--- src/rtl/controle_contagem.sv ---
// rtl/controle_contagem.sv - debounced direction/clear buttons and prescaled tick for a downstream counter
// Buttons are synchronized, debounced, and edge-detected; the clear event also restarts the prescaler.
module controle_contagem #(
  parameter int DEBOUNCE_CYCLES = 4,
  parameter int PRESCALE        = 8
) (
  input  logic clk,
  input  logic reset,
  input  logic botao_direcao,
  input  logic botao_zera,
  input  logic habilita,
  output logic Entrada_de_Selecao,
  output logic reset_contador,
  output logic tick
);

  localparam int CW = $clog2(DEBOUNCE_CYCLES + 1);
  localparam int PW = $clog2(PRESCALE);

  // Bit 0 carries botao_direcao, bit 1 carries botao_zera.
  logic [1:0]         s1_q, s1_d;
  logic [1:0]         s2_q, s2_d;
  logic [1:0]         lvl_q, lvl_d;
  logic [1:0][CW-1:0] cnt_q, cnt_d;
  logic [1:0]         rise;
  logic [PW-1:0]      pre_q, pre_d;
  logic               wrap;
  logic               sel_q, sel_d;
  logic               rc_q, rc_d;
  logic               tick_q, tick_d;

  always_comb begin
    s1_d  = {botao_zera, botao_direcao};
    s2_d  = s1_q;
    lvl_d = lvl_q;
    cnt_d = '0;
    rise  = '0;
    for (int i = 0; i < 2; i++) begin
      if (s2_q[i] != lvl_q[i]) begin
        // The edge completing the run accepts the new level instead of counting further.
        if (cnt_q[i] == CW'(DEBOUNCE_CYCLES - 1)) begin
          lvl_d[i] = s2_q[i];
          rise[i]  = s2_q[i];
        end else begin
          cnt_d[i] = cnt_q[i] + CW'(1);
        end
      end
    end

    sel_d  = sel_q ^ rise[0];
    rc_d   = rise[1];
    wrap   = (pre_q == PW'(PRESCALE - 1));
    pre_d  = pre_q;
    tick_d = 1'b0;
    if (rise[1]) begin
      pre_d = '0;
    end else if (habilita) begin
      tick_d = wrap;
      pre_d  = wrap ? '0 : pre_q + PW'(1);
    end
  end

  always_ff @(posedge clk) begin
    if (!reset) begin
      s1_q   <= '0;
      s2_q   <= '0;
      lvl_q  <= '0;
      cnt_q  <= '0;
      pre_q  <= '0;
      sel_q  <= 1'b1;
      rc_q   <= 1'b1;
      tick_q <= 1'b0;
    end else begin
      s1_q   <= s1_d;
      s2_q   <= s2_d;
      lvl_q  <= lvl_d;
      cnt_q  <= cnt_d;
      pre_q  <= pre_d;
      sel_q  <= sel_d;
      rc_q   <= rc_d;
      tick_q <= tick_d;
    end
  end

  assign Entrada_de_Selecao = sel_q;
  assign reset_contador     = rc_q;
  assign tick               = tick_q;

endmodule
--- config.mk ---
export PLATFORM = sky130hd
export DESIGN_NAME = controle_contagem
export DESIGN_NICKNAME = d
export VERILOG_FILES = /design/src/rtl/controle_contagem.sv
export SDC_FILE = /design/constraint.sdc
export NUM_CORES = 1
export LEC_CHECK = 0
export CAP_MARGIN = 20
export CORE_MARGIN = 2
export CORE_UTILIZATION = 51
export DETAILED_ROUTE_END_ITERATION = 7
export PLACE_DENSITY = 0.79
export SETUP_SLACK_MARGIN = 0.1
export SLEW_MARGIN = 40
export SYNTH_ARGS = -nofsm -noshare
export SYNTH_HDL_FRONTEND = slang
export SYNTH_SLANG_ARGS = --single-unit
--- constraint.sdc ---
create_clock -name clk -period 1.59 [get_ports clk]
set_input_delay 0.2385 -clock clk [delete_from_list [all_inputs] [get_ports clk]]
set_output_delay 0.2385 -clock clk [all_outputs]
set_load 0.005 [all_outputs]
# Yosys cells after proc, flatten, opt, wreduce, memory -nomap -nowiden
# Index checks and enable logic that the tools add are counted.
# Widths: inputs -> output; s select.
[totals]
regBits = 18
latch_bits = 0
ramBits = 0
rom_bits = 0
output_inout_bits = 3
word_cells = 34
memories = 0
[op_classes]
addsub = 3
multipliers = 0
div = 0
n_lt_le_gt_ge = 0
n_eq_ne = 5
shift = 0
n_mux = 5
bitwise_logic = 5
reduce_logical = 6
[op_table]
columns = ["op", "n"]
rows = [
  ["$add 3x1->3 const B", 3],
  ["$reduce_or 3->1", 3],
  ["$eq 3x2->1 const B", 2],
  ["$mux 1", 4],
  ["$not 1->1", 4],
  ["$reduce_and 2->1", 2],
  ["$eq 3x3->1 const B", 1],
  ["$mux 3", 1],
  ["$ne 1x1->1", 2],
  ["$reduce_or 2->1", 1],
  ["$xor 1x1->1", 1],
]

# Depth between registers and ports, before layout
# Gate-level depths: netlist of run 1.
[logic_depth]
ltp_word = 4
mapped_depth = 4
mapped_depth_nobuf = 4

# Least setup slack after synthesis of run 1
# OpenSTA, ideal clock, no wires.
[synth_path]
path_type = "flip-flop to flip-flop"
start = "register cnt_q[0] (netlist name)"
end = "register sel_q (netlist: Entrada_de_Selecao)"
setup_time_ps = 121
arrival_time_ps = 1083
required_ps = 1469
slack_ps = 387
stages_incl_launch_ff = 5
path_buffers = 0
period_less_slack_ps = 1203
path_cell_list = "dfxtp_1 > ha_1 > ha_1 > nand3b_1 > mux2_2"
[synth_between]
elab_chain_len = 4
[synth_rtl]
columns = ["item", "line", "source"]
rows = [
  ["start, declared", "24", "logic [1:0][CW-1:0] cnt_q, cnt_d;"],
  ["start signal, assigned", "77", "cnt_q <= cnt_d;"],
  ["$eq 3x2->1", "41", "if (cnt_q[i] == CW'(DEBOUNCE_CYCLES - 1)) begin"],
  ["$mux 1", "41", ""],
  ["$mux 1", "39", "if (s2_q[i] != lvl_q[i]) begin"],
  ["$xor 1x1->1", "50", "sel_d = sel_q ^ rise[0];"],
  ["end signal, assigned", "79", "sel_q <= sel_d;"],
  ["end, declared", "28", "logic sel_q, sel_d;"],
]
# Every way passes these cells.
# A chain may end at the register's enable or synchronous reset.

# Final worst setup path of run 1
[layout_path]
start = "register sel_q (netlist: Entrada_de_Selecao)"
end = "output Entrada_de_Selecao"
[layout_rtl]
columns = ["item", "line", "source"]
rows = [
  ["end, declared", "12", "output logic Entrada_de_Selecao,"],
]
# No word-level cell between the ends.

==> results.ini, run 1 <==
[grt]
antenna_found_initial = 0
grt_pass1_vias = 420
grt_pass1_wl_um = 1670
grt_use_total_pct = 15.1
grt_max_degree = 12
overflow = 0

[synth]
ys_warn_count = 0
ys_ff_latch = 18
ys_top_cells_by_area = dfxtp_1 (53%), ha_1 (11%), nor3b_1 (5.5%)
synthesis.area_um2 = 686
synth_top_cell_by_area = dfxtp_1
synth_xor_area_share_pct = 2.55
synth_top_family_by_area = simple AND/OR/NAND/NOR gates
synth_adder_area_share_pct = 10.9
async_flop_share_pct = 0
synth_compound_area_share_pct = 3.47
synthMuxAreaShare_pct = 6.02
synth-main-ff-cell = dfxtp_1
synth.top_cell.area_share_pct = 52.6
synth-simple-area-share_pct = 22.6
synth_edf_count = 0
netlist_instances = 60
ys_types = 20
seq_area_frac_synth_pct = 52.6
avgSynthCellArea_um2 = 11.4
syn_nets = 71

[timing]
finalClockSkew_ns = 0.00154
final_hold_viol_count = 0
fmax_mhz = 731
layout_min_cycle_time_ns = 1.37
post-route-period-util_pct = 86.0
finalSetupViolations = 0
max-slew-margin-rel_pct = 77.8
tightest_slew_ns = 0.332
grt_setup_unrepaired = no
setup_tns_ns = 0
drv_slew = 0

[critical_path]
critical-path-slowest-cell = clkdlybuf4s50_1
cp-end-kind = output port
critical_path.cell_chain = clkdlybuf4s50_1
crit_path_max_incr_delay_ns = 0.50
cp-start-kind = flop
arrival_ns = 1.13
reg2reg_depth = 4
crit_fanout = 3
cp.required_ns = 1.35
critical_path_class = flop to output port
r2r_end = Entrada_de_Selecao
r2r_slack_ns = 0.32
cp_top_family = buffers and inverters
path_buf_inv = 1
reg2reg_from = cnt_q[0]

[final_layout]
drive_gt1_share_pct = 9.86
nNetsFinal = 83
nFillCells = 111
syn2layout_area_growth_pct = 18.6
multi_input_area_um2 = 313
seqCellArea_um2 = 360
n_antenna_cell = 0

[route]
via_count = 433
wirelength_um = 941
drtPass1Iterations = 2
avgViaCountPerCell = 5.03
wl_per_cell_um = 10.9
ant_nets = 0
drc = 0
drt_iter0_markers = 6

[placement]
port_buffers = 7
gp_congestion = 0.678

[run]
drv_cap = 0

[cts]
cts_max_level = 1
cts_tree = done
cts_buffers = 3
clkTransAtPathRegs_ns = 0.10
cts_hold_buf = 0
ctsLongestPathBuffers = 2
cts-root-buf = clkbuf_4
clock-sinks = 18
cts_setup_buffers = 0
cts-resized-gates = 0
clk-insertion-delay-late_ns = 0.28

[floorplanning]
die_area_um2 = 1650
io_pins = 8
initial_core_util_pct = 53.4
die_x_um = 40.7
core_um2 = 1280
fp.dieH_um = 40.7
row_count = 13

[min_path]
whs_path_depth = 1
min_to = cnt_q[0]
hp-start = cnt_q[0]
worstHoldPathType = flop to flop

[power_and_ir_drop]
powerDensity_nw_per_um2 = 965
power_leakage_nw = 0.330
total_power_mw = 0.785
ir_worst_vdd_mv = 0.489

[status]
status = completed

## worst max path at each step
stage	from	to	slack [ns]	cells after the start
after floorplan	cnt_q[0]	Entrada_de_Selecao	0.39	4
after global placement	reset	Entrada_de_Selecao	0.23	3
after detailed placement	reset	Entrada_de_Selecao	0.18	3
after CTS	Entrada_de_Selecao	Entrada_de_Selecao	0.21	1
after global routing	Entrada_de_Selecao	Entrada_de_Selecao	0.16	1
final	Entrada_de_Selecao	Entrada_de_Selecao	0.22	1
## state kept, by name (all words and copies together) (netlist names)
name                flops
pre_q                   3
tick                    1
Entrada_de_Selecao      1
reset_contador          1
cnt_q                   6
s1_q                    2
s2_q                    2
lvl_q                   2
## synth_stat cells (2+ instances only)
cell type and n:
inv_1 2, nor3b_1 5, ha_1 6, nand2_1 2
xnor2_1 2, dfxtp_1 18, and2_1 4, nor3_1 4
nand2b_1 3, nor2b_1 2, mux2i_1 3
## power breakdown
| group | internal [mW] | total [mW] | switching, mW |
|---|---|---|---|
| combinational | 0.0271 | 0.0443 | 0.0173 |
| clock | 0.139 | 0.273 | 0.134 |
| sequential | 0.462 | 0.468 | 0.00561 |
## final cells by class
cell class                 instances  share of cell area (%)
sequential                        18                    44.3
tap                               15                    2.31
clock buffer                       4                    4.46
multi-input combinational         39                    38.5
timing repair buffer               8                    9.54
inverter                           2                   0.923
## logic make-up (layout without fill, tap and decap cells)
group	Yosys count	after routing
AO/OA/AOI/OAI	3	3
XOR/XNOR	2	2
adder cells (fa/ha/maj)	6	6
buffers and inverters	3	14
flip-flops	18	18
multiplexers	4	4
AND/OR/NAND/NOR	24	24
## per-layer routing
metal | GRT usage, % | vias up | share of wire (%)
met1 | 18.4 | 197 | 48
met3 | 3.26 | 0 | 4.1
met5 | 0 | - | 0
li1 | - | 229 | -
met4 | 2.50 | 0 | 0
met2 | 27.4 | 7 | 47
## metrics by stage
step	hold WS (ns)	area [µm²]	std cells	worst slack (ns)	utilization [%]
after floorplan	0.366	686	60	0.387	-
after global placement	0.418	777	82	0.234	60.5
after detailed placement	0.420	777	82	0.179	60.5
after CTS	0.447	813	86	0.207	63.3
after global routing	0.458	813	86	0.157	63.3
final	0.443	813	86	0.222	63.3
## cell usage in the layout (no fill, tap or decap)
cell             netlist  layout
a21boi_1               1       1
and2_1                 4       4
and3b_1                1       1
and4b_1                1       1
buf_4                  0       1
clkbuf_4               0       3
clkbuf_8               0       1
clkdlybuf4s50_1        0       7
dfxtp_1               18      18
ha_1                   6       6
inv_1                  2       2
mux2_2                 1       1
mux2i_1                3       3
nand2_1                2       2
nand2b_1               3       3
nand3b_1               1       1
nor2b_1                2       2
nor3_1                 4       4
nor3b_1                5       5
o21ai_0                1       1
o221a_2                1       1
or2b_1                 1       1
xnor2_1                2       2
Power figures use the tool's default switching activity.
==> run 2, diff against run 1 <==
--- a/config.mk
+++ b/config.mk
@@ -10,7 +10,7 @@
 export CORE_UTILIZATION = 51
 export DETAILED_ROUTE_END_ITERATION = 7
 export PLACE_DENSITY = 0.79
-export SETUP_SLACK_MARGIN = 0.1
+export SETUP_SLACK_MARGIN = 0.02
 export SLEW_MARGIN = 40
 export SYNTH_ARGS = -nofsm -noshare
 export SYNTH_HDL_FRONTEND = slang
==> results of run 2 <==
No change in the layout: final DEF, timing and power equal those of run 1.
